[src/rtl/mips_seq_pkg.sv]
// Shared types and constants for the R-type issue sequencer.
// The package holds the FSM state encoding, the opcode constants and the default halt sentinel.
package mips_seq_pkg;

    typedef enum logic [2:0] {
        IDLE   = 3'd0,
        ISSUE  = 3'd1,
        SETTLE = 3'd2,
        COMMIT = 3'd3,
        DONE   = 3'd4
    } seq_state_t;

    localparam logic [5:0]  OPCODE_RTYPE      = 6'b000000;
    localparam logic [31:0] HALT_WORD_DEFAULT = 32'hFFFF_FFFF;

    function automatic logic is_rtype(input logic [31:0] word);
        return (word[31:26] == OPCODE_RTYPE);
    endfunction

endpackage

[src/rtl/instr_buffer.sv]
// Instruction store: DEPTH x 32 words, one synchronous write port and one combinational read port.
// Contents are deliberately not reset so a loaded program survives a sequencer reset.
module instr_buffer #(
    parameter int DEPTH = 16,
    parameter int AW    = 4
) (
    input  logic          clk,
    input  logic          we,
    input  logic [AW-1:0] waddr,
    input  logic [31:0]   wdata,
    input  logic [AW-1:0] raddr,
    output logic [31:0]   rdata
);

    logic [31:0] mem_r [DEPTH];

    // Synchronous write port
    always_ff @(posedge clk) begin
        if (we) begin
            mem_r[waddr] <= wdata;
        end
    end

    assign rdata = mem_r[raddr];

endmodule

[src/rtl/rtype_issue_sequencer.sv]
// Issue engine that drives the single-cycle R-type datapath from a loaded program:
// each instruction is held for SETTLE_CYCLES cycles, then committed with a one-cycle reg_we strobe.
module rtype_issue_sequencer
    import mips_seq_pkg::*;
#(
    parameter int          DEPTH         = 16,
    parameter int          AW            = 4,
    parameter int          SETTLE_CYCLES = 2,
    parameter logic [31:0] HALT_WORD     = HALT_WORD_DEFAULT
) (
    input  logic          clk,
    input  logic          reset,
    input  logic          load_en,
    input  logic [AW-1:0] load_addr,
    input  logic [31:0]   load_data,
    input  logic [AW:0]   prog_len,
    input  logic          start,
    input  logic          abort,
    output logic [31:0]   instruction_set,
    output logic          instr_valid,
    output logic          reg_we,
    input  logic [31:0]   result,
    output logic [31:0]   last_result,
    output logic [AW:0]   issued_count,
    output logic [AW:0]   illegal_count,
    output logic          busy,
    output logic          done
);

    localparam int SW = 4;

    seq_state_t    state_r;
    logic [AW:0]   pc_r;
    logic [AW:0]   len_r;
    logic [SW-1:0] settle_cnt_r;

    logic          buf_we_s;
    logic [31:0]   rd_word_s;
    logic [AW:0]   pc_next_s;
    logic [AW:0]   len_clamp_s;

    instr_buffer #(
        .DEPTH (DEPTH),
        .AW    (AW)
    ) u_buf (
        .clk   (clk),
        .we    (buf_we_s),
        .waddr (load_addr),
        .wdata (load_data),
        .raddr (pc_r[AW-1:0]),
        .rdata (rd_word_s)
    );

    // Buffer write gating, next pc and program-length clamp
    always_comb begin
        buf_we_s  = load_en && (state_r == IDLE);
        pc_next_s = pc_r + (AW+1)'(1);
        if (prog_len > (AW+1)'(DEPTH)) begin
            len_clamp_s = (AW+1)'(DEPTH);
        end else begin
            len_clamp_s = prog_len;
        end
    end

    // Sequencer FSM with registered strobes, counters and datapath outputs
    always_ff @(posedge clk) begin
        if (reset) begin
            state_r         <= IDLE;
            pc_r            <= '0;
            len_r           <= '0;
            settle_cnt_r    <= '0;
            instruction_set <= 32'd0;
            instr_valid     <= 1'b0;
            reg_we          <= 1'b0;
            last_result     <= 32'd0;
            issued_count    <= '0;
            illegal_count   <= '0;
            busy            <= 1'b0;
            done            <= 1'b0;
        end else begin
            reg_we <= 1'b0;
            done   <= 1'b0;
            // Abort wins over everything, including a commit launched in the same cycle
            if (abort && (state_r != IDLE)) begin
                state_r     <= IDLE;
                instr_valid <= 1'b0;
                busy        <= 1'b0;
            end else begin
                case (state_r)
                    IDLE: begin
                        if (start) begin
                            if (prog_len == (AW+1)'(0)) begin
                                done <= 1'b1;
                            end else begin
                                len_r         <= len_clamp_s;
                                pc_r          <= '0;
                                issued_count  <= '0;
                                illegal_count <= '0;
                                busy          <= 1'b1;
                                state_r       <= ISSUE;
                            end
                        end
                    end
                    ISSUE: begin
                        if (rd_word_s == HALT_WORD) begin
                            done    <= 1'b1;
                            state_r <= DONE;
                        end else if (!is_rtype(rd_word_s)) begin
                            illegal_count <= illegal_count + (AW+1)'(1);
                            pc_r          <= pc_next_s;
                            if (pc_next_s == len_r) begin
                                done    <= 1'b1;
                                state_r <= DONE;
                            end
                        end else begin
                            instruction_set <= rd_word_s;
                            instr_valid     <= 1'b1;
                            settle_cnt_r    <= SW'(SETTLE_CYCLES - 1);
                            state_r         <= SETTLE;
                        end
                    end
                    SETTLE: begin
                        if (settle_cnt_r == SW'(0)) begin
                            reg_we  <= 1'b1;
                            state_r <= COMMIT;
                        end else begin
                            settle_cnt_r <= settle_cnt_r - SW'(1);
                        end
                    end
                    COMMIT: begin
                        last_result  <= result;
                        issued_count <= issued_count + (AW+1)'(1);
                        pc_r         <= pc_next_s;
                        if (pc_next_s == len_r) begin
                            done    <= 1'b1;
                            state_r <= DONE;
                        end else begin
                            state_r <= ISSUE;
                        end
                    end
                    DONE: begin
                        instr_valid <= 1'b0;
                        busy        <= 1'b0;
                        state_r     <= IDLE;
                    end
                    default: begin
                        instr_valid <= 1'b0;
                        busy        <= 1'b0;
                        state_r     <= IDLE;
                    end
                endcase
            end
        end
    end

endmodule

[config.mk]
export PLATFORM = sky130hd
export DESIGN_NAME = rtype_issue_sequencer
export DESIGN_NICKNAME = d
export VERILOG_FILES = /design/src/rtl/mips_seq_pkg.sv /design/src/rtl/instr_buffer.sv /design/src/rtl/rtype_issue_sequencer.sv
export SDC_FILE = /design/constraint.sdc
export NUM_CORES = 1
export LEC_CHECK = 0
export CAP_MARGIN = 15
export CORE_UTILIZATION = 35
export CTS_BUF_LIST = sky130_fd_sc_hd__clkbuf_8
export CTS_CLUSTER_DIAMETER = 150
export CTS_CLUSTER_SIZE = 12
export DETAILED_ROUTE_END_ITERATION = 8
export PLACE_DENSITY_LB_ADDON = 0.25
export SETUP_SLACK_MARGIN = 0.4
export SYNTH_ARGS = -nofsm -noshare
export SYNTH_HDL_FRONTEND = slang
export SYNTH_SLANG_ARGS = --single-unit
[constraint.sdc]
create_clock -name clk -period 4.03 [get_ports clk]
set_input_delay 0.403 -clock clk [delete_from_list [all_inputs] [get_ports clk]]
set_output_delay 0.403 -clock clk [all_outputs]
set_load 0.005 [all_outputs]
==> summary.md, run 1 <==
| Metric | Value |
|---|---|
| Switching part of the total | `22.9%` |
| Design area | `0.0274 mm^2` |
| Peak VDD IR | `214 uV` |
| Cts hold-fix bufs | `0` |
| Psw | `around 2500 uW` |
| Synthesized area | `roughly 0.023 mm^2` |
| CTS tree | `yes` |
| Antenna Nets Post-Route | `0` |
| Iteration-0 DRC Markers | `1071` |
| Port bufs | `between 150 and 200` |
| Die Y | `roughly 260 um` |
| Syn_area_per_cell | `18.0 um^2` |
| Total CTS buffers | `56` |
| Worst-Skew Late Latency | `0.70 ns` |
| Tmin final | `3.44 ns` |
| DIE AREA | `0.0680 mm^2` |
| CP required | `~4.6 ns` |
| Fillcell total | `5853` |
| Final Hold Violating Endpoints | `0` |
| Synth area leader | `edfxtp_1` |
| Antenna violations before repair | `3` |
| Post-synth EDFFs | `512` |
| Setup_tns | `0 ns` |
| Tcrit/Tclk final | `85.3%` |
| Ys async rst share | `0%` |
| Final WL | `59100 um` |
| Sequential share of power | `62.5%` |
| Clock share of power | `30.6%` |
| Slowest CP cell | `mux4_2` |
| Post-Syn Nets | `1383` |
| Drt first pass iters | `7` |
| Largest cells by area after synthesis | `edfxtp_1 (66%), mux4_2 (11%), dfxtp_1 (8.5%)` |
| Maxcap violations | `0` |
| GRT Total Usage | `approximately 17%` |
| First-pass GRT wire length | `between 80000 and 90000 um` |
| #FFs+latches synth | `611` |
| PD cells | `405 mW/mm^2` |
| Leak | `between 0.008 and 0.009 uW` |
| Status | `finished, violations left` |
| Crit start category | `flop` |
| Critical Path End Type | `flop` |
| Largest net degree at the start of global routing | `48` |
| Int Pwr | `between 8000 and 9000 uW` |
| Vias per inst | `5.24` |
| RSZ-0062 raised after global routing | `false` |
| HP Class | `primary input to flop` |
| Top delay family on crit path | `compound AO/OA/AOI/OAI gates` |
| Routed via count | `~13000` |
| Yosys top cell area share | `65.6%` |
| Io pins | `156` |
| Row Count | `94` |
| Clk sinks | `611` |
| Nets | `1586` |
| GPL Wtd Cong | `0.774` |
| CP max stage delay | `0.55 ns` |
| Post-Syn Instances | `between 1000 and 1500` |
| WP buf/inv | `2` |
| Max-slew violations | `0` |
| Setup-failing EPs final | `0` |
| Commonest non-fill, non-tap cell in the layout | `edfxtp_1` |
| Placed inst area | `between 0.02 and 0.03 mm^2` |
| Worst Path Max Fanout | `14` |
| Setup Skew | `around 0.034 ns` |
| Logic gate share of total power | `under 10%` |
| Most frequent cells in the layout | `edfxtp_1 (512), clkdlybuf4s50_1 (154), nand2_1 (124)` |
| Routed length per placed instance | `approximately 24 um` |
| Effective utilization at floorplan | `between 30% and 40%` |
| Worst-Margin Slew | `1.08 ns` |
| Clock root buffer | `clkbuf_8` |
| Die width | `261 um` |
| Clk pin slew, worst setup/hold paths | `~0.090 ns` |
| Layout cells sized above 1 | `17.5%` |
| Hold Path Origin | `reset` |
| Part of the Yosys area used for sequential elements | `74.1%` |
| DR DRC count | `between 40 and 50` |
| Syn-to-layout area delta | `16.8%` |
| Worst endpoint data arrival time | `3.99 ns` |
| Post-DP HPWL | `34700 um` |
| Number of distinct library cells after synthesis | `63` |
| Yosys warns | `0` |
| FMAX | `291 MHz` |
| Grt total ovfl | `0` |
| Worst-path cell chain | `buf_12 > buf_4 > mux4_2 > o32a_1 > and2_1 > and4_1 > a21oi_4 > o211ai_1 > o32ai_1` |
| Slew Limit Headroom | `between 20% and 30%` |
| WS Path Type | `flop to flop` |
| Clk buf depth | `3` |
| Vias in the first global route | `between 10000 and 15000` |
| Ys flop type | `edfxtp_1` |
| H-tree levels | `2` |
| Post-CTS Setup Inserts | `0` |
| Core area | `0.0660 mm^2` |
| Violations in the final reports | `DRC` |
[routing by layer]
metal | track usage, % | routed length, um
met4 | 4.55 | 1070
met2 | 28.4 | 28000
met3 | 3.31 | 4100
met5 | 0 | 17
met1 | 24.0 | 25900
[area by class of cell]
class | instances | area (um^2) | area share (%)
timing repair buffer | 212 | 2100 | 7.69
multi-input combinational | 612 | 5790 | 21.2
inverter | 11 | 41.3 | 0.151
clock buffer | 56 | 771 | 2.82
tap | 864 | 1080 | 3.95
clock inverter | 48 | 200 | 0.732
antenna | 2 | 5.00 | 0.0183
sequential | 611 | 17400 | 63.5
[path summary, 6_finish.rpt]
check                                                        to  slack (ns)  depth (start not counted)
worst min register to register      last_result[2]$_SDFFE_PP0P_        0.46                          2
worst max-delay path                                       flop        0.59                          9
worst min-delay path            instruction_set[1]$_SDFFE_PP0P_        0.21                          2
worst max register to register                             flop        0.59                          9
[cell usage after synthesis, drive strengths merged (4+ instances only)]
cell type / count
a211oi: 4
a21oi: 57
a221oi: 16
a22oi: 33
and2: 11
and4: 4
buf: 37
clkbuf: 30
dfxtp: 99
edfxtp: 512
ha: 4
inv: 10
mux2i: 59
mux4: 114
nand2: 124
nand2b: 7
nand3: 6
nand3b: 4
nand4: 7
nor2: 57
nor2b: 13
nor3: 16
o21a: 5
o21ai: 13
o22ai: 4
or2: 5
xnor2: 4
xor2: 6
[power groups by stage]
stage,Clock [uW],Sequential (uW),Combinational (uW)
after floorplan,0,7070,462
after global placement,0,7080,765
after detailed placement,0,7080,772
after CTS,3520,6940,776
after global routing,3720,6940,825
final,3390,6940,764
[state kept, by name, summed over array words and instances, names as in the netlist, named ones only]
signal           count
last_result         32
illegal_count        5
len_r                5
pc_r                 5
instruction_set     32
settle_cnt_r         4
issued_count         5
state_r              3
done                 1
instr_valid          1
reg_we               1
busy                 1
u_buf.mem_r        512
[kinds of logic after synthesis]
logic type / Yosys count / share of synthesized area (%)
flops: 611 / 74.1
simple gates: 264 / 5.13
buf+inv: 78 / 1.99
fa+ha+maj: 4 / 0.214
xor+xnor: 10 / 0.374
compound gates: 160 / 4.66
mux: 174 / 13.5
[what timing repair did]
item / CTS / global route
pin swaps: 0 / 1
resized for setup: 3 / 9
endpoints found under the setup margin: 12 / 19
[per-stage QoR]
step	std cells	utilization (%)	setup slack (ns)	hold slack (ns)	total power (uW)
after global placement	2310	39.9	0.131	0.440	7840
after global routing	2416	41.5	0.405	0.206	11500
after detailed placement	2310	39.9	0.177	0.443	7850
final	2416	41.5	0.594	0.209	11100
after floorplan	1301	-	0.988	0.444	7530
after CTS	2414	41.4	0.464	0.118	11200
No activity file was read; power rests on OpenSTA's default activity.
==> run 2: changes to the inputs <==
--- a/config.mk
+++ b/config.mk
@@ -6,7 +6,7 @@
 export NUM_CORES = 1
 export LEC_CHECK = 0
 export CAP_MARGIN = 15
-export CORE_UTILIZATION = 35
+export CORE_UTILIZATION = 50
 export CTS_BUF_LIST = sky130_fd_sc_hd__clkbuf_8
 export CTS_CLUSTER_DIAMETER = 150
 export CTS_CLUSTER_SIZE = 12
==> run 2 against run 1 <==
The flow now finishes without violations. Clock-buffer cell count unchanged. Final cell count shrank 12%. Non-clock buffer count rose by 4. Clock power is 5% lower. Combinational power increased by 2%. Total power decreased by 1.3%. Sequential share of layout area increased by 0.81 points. Wire length decreased by 5.4%. Global-route usage grew 6.3 points. Worst hold slack improved by 0.072 ns. Largest cell class unchanged.
==> summary.md, run 2 (synthesis results as in run 1) <==
| Metric | Value |
|---|---|
| Status | `complete, no violations` |
| Sequential Area | `roughly 0.017 mm^2` |
| Peak VDD IR | `between 300 and 400 uV` |
| Post-DP HPWL | `33300 um` |
| Commonest non-fill, non-tap cell in the layout | `edfxtp_1` |
| Row Count | `78` |
| GRT Total Usage | `23.8%` |
| Biggest register | `u_buf.mem_r` |
| Vias in the first global route | `12800` |
| Dpl ws | `roughly 0.37 ns` |
| FMAX | `294 MHz` |
| PD cells | `405 mW/mm^2` |
| H-tree levels | `2` |
| Clock root buffer | `clkbuf_8` |
| Antenna Nets Post-Route | `0` |
| Tcrit/Tclk final | `84.3%` |
| Clk sinks | `611` |
| Layout cells sized above 1 | `between 15 and 20%` |
| Worst-Margin Slew | `1.07 ns` |
| Nets | `1590` |
| CP required | `4.59 ns` |
| Port bufs | `about 160` |
| Syn-to-layout area delta | `15.3%` |
| Max reg flops | `512` |
| Die width | `about 220 um` |
| Worst-Skew Late Latency | `0.67 ns` |
| Setup Skew | `around 0.018 ns` |
| Largest regs | `u_buf.mem_r x512, instruction_set x32, last_result x32` |
| Effective utilization at floorplan | `51.2%` |
| Maxcap violations | `0` |
| Fillcell total | `3419` |
| Core area | `about 0.046 mm^2` |
| Critical Path End Type | `flop` |
| Final setup margin | `0.631 ns` |
| Tmin final | `3.40 ns` |
| Die Y | `218 um` |
| Total CTS buffers | `56` |
| CTS tree | `yes` |
| Leak | `0.00843 uW` |
| Max-slew violations | `0` |
| Clk pin slew, worst setup/hold paths | `about 0.09 ns` |
| DIE AREA | `0.0477 mm^2` |
| Io pins | `156` |
| Routed length per placed instance | `26.2 um` |
| Setup-failing EPs final | `0` |
| Multi-input gate area | `0.00576 mm^2` |
| Slew Limit Headroom | `28.9%` |
| Final WL | `55900 um` |
| WS Path Type | `flop to flop` |
| Setup_tns | `0 ns` |
| Grt total ovfl | `0` |
| Iteration-0 DRC Markers | `about 1300` |
| First-pass GRT wire length | `between 80000 and 90000 um` |
| HP Class | `primary input to flop` |
| Vias per inst | `6.04` |
| Worst endpoint data arrival time | `3.95 ns` |
| Routed via count | `12900` |
| Final Hold Violating Endpoints | `0` |
| Drt first pass iters | `5` |
| Worst Path Max Fanout | `22` |
| Largest net degree at the start of global routing | `63` |
| Most frequent cells in the layout | `edfxtp_1 (512), clkdlybuf4s50_1 (154), nand2_1 (124)` |
| GPL Wtd Cong | `~0.85` |
| Crit start category | `flop` |
| Clk buf depth | `3` |
| DR DRC count | `0` |
| RSZ-0062 raised after global routing | `false` |
| Antenna violations before repair | `2` |
## run 2: power breakdown
group / leakage [uW] / switching (uW) / total [uW] / internal (uW)
Sequential: 0.00542 / 28.9 / 6930 / 6910
Combinational: 0.00250 / 422 / 782 / 361
Clock: 0.000511 / 1960 / 3230 / 1270
## run 2: routing by layer
layer	wire, um	vias up	global-route usage [%]
li1	-	5554	-
met1	22900	6608	32.9
met2	26500	602	38.1
met3	5080	94	5.21
met4	1370	0	6.71
met5	0	-	0
## run 2: path summary, 6_finish.rpt
kind                                                endpoint                          from  depth (start not counted)  slack (ns)
worst max-delay path                    pc_r[2]$_SDFFE_PP0N_                          flop                          9        0.63
worst min-delay path             last_result[1]$_SDFFE_PP0P_                     result[1]                          3        0.28
worst max register to register          pc_r[2]$_SDFFE_PP0N_                          flop                          9        0.63
worst min register to register  last_result[13]$_SDFFE_PP0P_  last_result[13]$_SDFFE_PP0P_                          2        0.46
## run 2: final cells by class
cell class	instances	area share, %
Sequential cell	611	64.3
Multi-Input combinational cell	612	21.3
Timing Repair Buffer	216	8.21
Clock buffer	56	2.85
Tap cell	600	2.78
Clock inverter	22	0.380
Inverter	11	0.153
Antenna cell	2	0.0185
## run 2: stage by stage
stage               power, uW  instances  utilization, %  hold WS (ns)  cell area, um^2
floorplan                7530       1301               -         0.444            23400
finish                  10900       2130            59.0         0.282            27000
global placement         7830       2044            56.9         0.441            26000
CTS                     11000       2122            58.8         0.233            26900
detailed placement       7850       2044            56.9         0.448            26000
global route            11300       2129            59.0         0.237            27000
## run 2: critical path: stages (launching register included)
cell,delay [ns]
dfxtp_1,0.39
buf_4,0.37
nor2b_1,0.45
a221oi_1,0.23
o32a_1,0.42
and2_1,0.16
and4_1,0.26
a21oi_4,0.36
o211ai_1,0.26
o32ai_1,0.36
## run 2: repair_timing
| action | 4_1_cts | 5_1_grt |
|---|---|---|
| endpoints found under the setup margin | 2 | 38 |
| endpoints found under the hold margin | 0 | 0 |
| buffers inserted | 0 | 6 |
| hold buffers | 0 | 0 |
| gates resized for setup | 1 | 4 |
